<file path="src/rtl/gray_rx_decoder.sv">
// Gray-to-binary receive decoder with single-step legality check and saturating error counter.
// Latency: word accepted at edge k is presented on bin_out after edge k+1 (two register stages).
// Backpressure: valid/ready; two words buffered, in_ready drops only when both stages hold data and out_ready is low.
//
// Ports:
//   clk, rst_n            rising-edge clock, synchronous active-low reset
//   in_valid/in_ready     input handshake, gray_in carries the gray-coded word
//   out_valid/out_ready   output handshake, bin_out/step_err carry the decoded word and its step flag
//   err_count, clr_err    saturating count of illegal steps and its synchronous clear
module gray_rx_decoder #(
    parameter int N     = 8,
    parameter int ERR_W = 8
) (
    input  logic             clk,
    input  logic             rst_n,
    input  logic             in_valid,
    output logic             in_ready,
    input  logic [N-1:0]     gray_in,
    output logic             out_valid,
    input  logic             out_ready,
    output logic [N-1:0]     bin_out,
    output logic             step_err,
    output logic [ERR_W-1:0] err_count,
    input  logic             clr_err
);

    // Stage 1: raw gray word plus its step flag
    logic             s1_valid;
    logic [N-1:0]     s1_gray;
    logic             s1_err;

    // Stage 2: decoded binary word plus its step flag, drives the outputs
    logic             s2_valid;
    logic [N-1:0]     s2_bin;
    logic             s2_err;

    // Reference for the step check: last gray word accepted at the input
    logic             has_ref;
    logic [N-1:0]     last_gray;

    logic [ERR_W-1:0] err_cnt;

    logic             s2_free;
    logic             s1_adv;
    logic             accept;
    logic             step_bad;
    logic [N-1:0]     diff;
    logic [N-1:0]     s1_bin;

    assign s2_free  = !s2_valid || out_ready;
    assign in_ready = !s1_valid || s2_free;
    assign accept   = in_valid && in_ready;
    assign s1_adv   = s1_valid && s2_free;

    // Clearing the lowest set bit of the difference leaves a non-zero value
    // exactly when two or more bits changed, i.e. Hamming distance >= 2.
    assign diff     = gray_in ^ last_gray;
    assign step_bad = has_ref && ((diff & (diff - N'(1))) != '0);

    // Gray to binary: each binary bit is the XOR of all gray bits at or above it.
    always_comb begin
        s1_bin        = '0;
        s1_bin[N-1]   = s1_gray[N-1];
        for (int i = N - 2; i >= 0; i--) begin
            s1_bin[i] = s1_bin[i+1] ^ s1_gray[i];
        end
    end

    // Stage 1 register; loading on accept also covers a simultaneous unload.
    always_ff @(posedge clk) begin
        if (!rst_n) begin
            s1_valid <= 1'b0;
            s1_gray  <= '0;
            s1_err   <= 1'b0;
        end else if (accept) begin
            s1_valid <= 1'b1;
            s1_gray  <= gray_in;
            s1_err   <= step_bad;
        end else if (s1_adv) begin
            s1_valid <= 1'b0;
        end
    end

    // Stage 2 register; data only changes on advance so it holds while stalled.
    always_ff @(posedge clk) begin
        if (!rst_n) begin
            s2_valid <= 1'b0;
            s2_bin   <= '0;
            s2_err   <= 1'b0;
        end else if (s1_adv) begin
            s2_valid <= 1'b1;
            s2_bin   <= s1_bin;
            s2_err   <= s1_err;
        end else if (out_ready) begin
            s2_valid <= 1'b0;
        end
    end

    // Step reference follows every accepted word, legal or not.
    always_ff @(posedge clk) begin
        if (!rst_n) begin
            has_ref   <= 1'b0;
            last_gray <= '0;
        end else if (accept) begin
            has_ref   <= 1'b1;
            last_gray <= gray_in;
        end
    end

    // Error counter counts at acceptance; clear wins over an increment.
    always_ff @(posedge clk) begin
        if (!rst_n) begin
            err_cnt <= '0;
        end else if (clr_err) begin
            err_cnt <= '0;
        end else if (accept && step_bad && (err_cnt != '1)) begin
            err_cnt <= err_cnt + ERR_W'(1);
        end
    end

    assign out_valid = s2_valid;
    assign bin_out   = s2_bin;
    assign step_err  = s2_err;
    assign err_count = err_cnt;

endmodule

</file>
<file path="config.mk">
export PLATFORM = sky130hd
export DESIGN_NAME = gray_rx_decoder
export DESIGN_NICKNAME = d
export VERILOG_FILES = /design/src/rtl/gray_rx_decoder.sv
export SDC_FILE = /design/constraint.sdc
export NUM_CORES = 1
export LEC_CHECK = 0
export ABC_AREA = 1
export BUFFER_PORTS_ARGS = -buffer_cell sky130_fd_sc_hd__clkbuf_2
export CAP_MARGIN = 0
export CORE_ASPECT_RATIO = 0.5
export CORE_UTILIZATION = 39
export DETAILED_ROUTE_END_ITERATION = 16
export PLACE_DENSITY_LB_ADDON = 0.12
export SETUP_SLACK_MARGIN = 0.02
export SLEW_MARGIN = 30
export SYNTH_ARGS = -nofsm -noshare
export SYNTH_HDL_FRONTEND = slang
export SYNTH_SLANG_ARGS = --single-unit
</file>
<file path="constraint.sdc">
create_clock -name clk -period 1.65 [get_ports clk]
set_input_delay 0.33 -clock clk [delete_from_list [all_inputs] [get_ports clk]]
set_output_delay 0.33 -clock clk [all_outputs]
set_load 0.02 [all_outputs]
</file>
==> flow_metrics.env <==
export IMPL_h_tree_depth=2
export IMPL_grt_antenna_before_repair=0
export IMPL_diodes=0
export IMPL_crit_type="flop to flop"
export IMPL_syn2layout_area_growth_pct=40.0
export IMPL_reg2regPathDepth=9
export IMPL_cts_root_buffer="clkbuf_8"
export IMPL_maxSlewHeadroom_pct=71.7
export IMPL_grtUsageTotal_pct=18.0
export IMPL_clockBufferDepth=2
export IMPL_fillCellCount=333
export IMPL_ys_seq_area_share_pct=40.7
export IMPL_worstPathCellList="xnor2_4 -> nand2_2 -> nor2_2 -> nand2_2 -> o21ai_4 -> nand3_4 -> nand3_4 -> nand2_2 -> a21oi_2"
export IMPL_die_h_um=44.8
export IMPL_crit_top_cell="nand2_2"
export IMPL_end_kind="flop"
export IMPL_finalSetupTns_ns=0
export IMPL_holdPathEnd="err_count[0]"
export IMPL_die_area_um2=3920
export IMPL_final_max_slew_viol_count=0
export IMPL_pin_count=32
export IMPL_vias_per_cell=4.93
export IMPL_drc_errors=0
export IMPL_netlist_instances=192
export IMPL_start_kind="flop"
export IMPL_clk_pin_slew_ns=0.06
export IMPL_period_share_pct=97.6
export IMPL_drtIter0Drc=50
export IMPL_r2r_slack_ns=0.04
export IMPL_routed_wl_mm=3.59
export IMPL_dr_pass1_iters=4
export IMPL_whs_path_depth=4
export IMPL_fin_skew_ns=0.00198
export IMPL_gp_congestion=0.869
export IMPL_setup_viol=0
export IMPL_cts_buffers=5
export IMPL_ys_types=20
export IMPL_drive_above_1_share_pct=35.8
export IMPL_required_ns=1.86
export IMPL_clock_latency_ns=0.27
export IMPL_worstPathMaxFanout=5
export IMPL_irDropWorstVdd_mv=0.368
export IMPL_rsz0062_at_grt="yes"
export IMPL_r2r_start="last_gray[0]"
export IMPL_rows=15
export IMPL_outcome="finished, final reports clean"
export IMPL_wire_per_inst_um=12.2
export IMPL_worst_hold_path_type="primary input to flop"
export IMPL_power_leakage_nw=0.901
export IMPL_drv_cap=0
export IMPL_worstReg2RegEnd="err_count[6]"
export IMPL_postLayoutCoreUtil_pct=57.5
export IMPL_worst_slew_pin_slew_ns=0.424
export IMPL_cpMaxStageDelayCell="dfxtp_4"
export IMPL_nNetsFinal=256
export IMPL_tritoncts="done"
export IMPL_die_x_um=87.6
export IMPL_hold_viol=0
export IMPL_syn_area_per_cell_um2=7.44
export IMPL_grt_pass1_vias=1247
export IMPL_grt_pass1_wl_mm=5.23
export IMPL_p_per_area_nw_per_um2=891
export IMPL_cpPeakStageDelay_ns=0.37
export IMPL_period_needed_ns=1.61
export IMPL_vias=1450
export IMPL_grt_overflow_total=0
export IMPL_synth_area_um2=1430
export IMPL_cts_sinks=29
export IMPL_start_util_pct=41.1
export IMPL_hp_start="clr_err"
export IMPL_portBuffers=31
export IMPL_synth_nets=206
export IMPL_hpwl_mm=2.44
export IMPL_core_um2=3470
export IMPL_grt_max_degree=20
export IMPL_final_cell_mix="31 x clkbuf_2, 26 x dfxtp_1, 25 x nand2_1"
export IMPL_layout_commonest_cell="clkbuf_2"
export IMPL_fmax_mhz=621
export IMPL_yosys_register_bits=29
export IMPL_drt_antenna_violating_nets=0
export IMPL_ys_warn_count=0
export IMPL_arrival_ns=1.82
-- power breakdown --
| group | internal (mW) | switching, mW |
|---|---|---|
| clock network | 0.376 | 0.270 |
| logic | 0.139 | 0.225 |
| registers | 0.739 | 0.0308 |
| total | 1.26 | 0.526 |
-- layout make-up --
| class | instances | area (um2) | area share [%] |
|---|---|---|---|
| Clock inverter | 1 | 5.00 | 0.250 |
| Timing Repair Buffer | 45 | 264 | 13.2 |
| Sequential cell | 29 | 587 | 29.4 |
| Clock buffer | 7 | 96.3 | 4.82 |
| Tap cell | 51 | 63.8 | 3.19 |
| Inverter | 20 | 75.1 | 3.76 |
| Multi-Input combinational cell | 141 | 907 | 45.4 |
-- flip-flops by register name, summed over array words and instances (netlist names) --
signal / count
bin_out: 8
err_count: 8
last_gray: 8
has_ref: 1
out_valid: 1
s1_err: 1
s1_valid: 1
step_err: 1
-- per-stage QoR --
step	instance area [um2]	instances	hold slack (ns)	setup WS [ns]	power, mW
global route	2000	294	0.336	-0.0484	1.87
detailed placement	1710	281	0.450	-0.0559	1.07
CTS	1830	290	0.304	0.0208	1.72
global placement	1710	281	0.442	-0.0107	1.06
finish	2000	294	0.309	0.0399	1.78
floorplan	1430	192	0.436	0.0594	0.982
-- per-layer routing --
metal	vias up	GRT usage [%]	share of wire (%)	wire, um
met5	-	0	0	0
met4	0	6.89	0.45	16
met3	4	5.48	3.7	133
met2	25	29.7	47	1700
met1	672	22.6	49	1740
li1	749	-	-	-
-- repair_timing --
item                                    in CTS  in global routing
gates cloned                                 1                  1
pin swaps                                    2                  9
hold buffers                                 0                  0
setup buffers                                0                  3
endpoints found under the setup margin       5                 12
endpoints found under the hold margin        0                  0
gates resized for setup                      2                 30
-- how the worst max path moves through the flow --
stage	from	end	slack [ns]	cells past startpoint
3_3_place_gp	gray_in[1]	err_count[0]	-0.01	11
2_1_floorplan	out_valid	last_gray[0]	0.06	5
5_1_grt	last_gray[0]	err_count[0]	-0.05	10
3_5_place_dp	gray_in[0]	err_count[7]	-0.06	10
4_1_cts	last_gray[0]	err_count[6]	0.02	9
6_report	last_gray[0]	err_count[6]	0.04	9
-- synthesized netlist by cell type --
master / count / share of area [%]
nor3_1: 1 / 0.35
dfxtp_1: 29 / 41
nand2_1: 35 / 9.2
a21oi_1: 23 / 8.1
xor2_1: 6 / 3.7
nand4_1: 8 / 3.5
clkbuf_1: 4 / 1.1
o211ai_1: 3 / 1.6
nand3_1: 19 / 6.7
ha_1: 1 / 0.88
o21ai_0: 14 / 4.9
inv_1: 19 / 5.0
inv_2: 1 / 0.26
nand3_4: 2 / 2.5
o21ai_1: 2 / 0.70
nand3_2: 1 / 0.70
nand3b_2: 1 / 0.79
xnor2_1: 8 / 4.9
nor2_1: 13 / 3.4
o21ai_2: 2 / 1.2
-- kinds of logic after synthesis --
group	share of synthesized area (%)
AOI/OAI and AO/OA	16.5
xor gates and xnor gates	8.59
adders and majority gates	0.876
buffers and inverters	6.31
DFF	40.7
and+or+nand+nor	27.1
-- critical path, delay by kind of cell (launching register included) --
| kind | cells | cell delay [ns] |
|---|---|---|
| AOI/OAI and AO/OA | 2 | 0.34 |
| xor gates and xnor gates | 1 | 0.18 |
| DFF | 1 | 0.37 |
| and+or+nand+nor | 6 | 0.65 |
(Power assumes the default switching activity.)
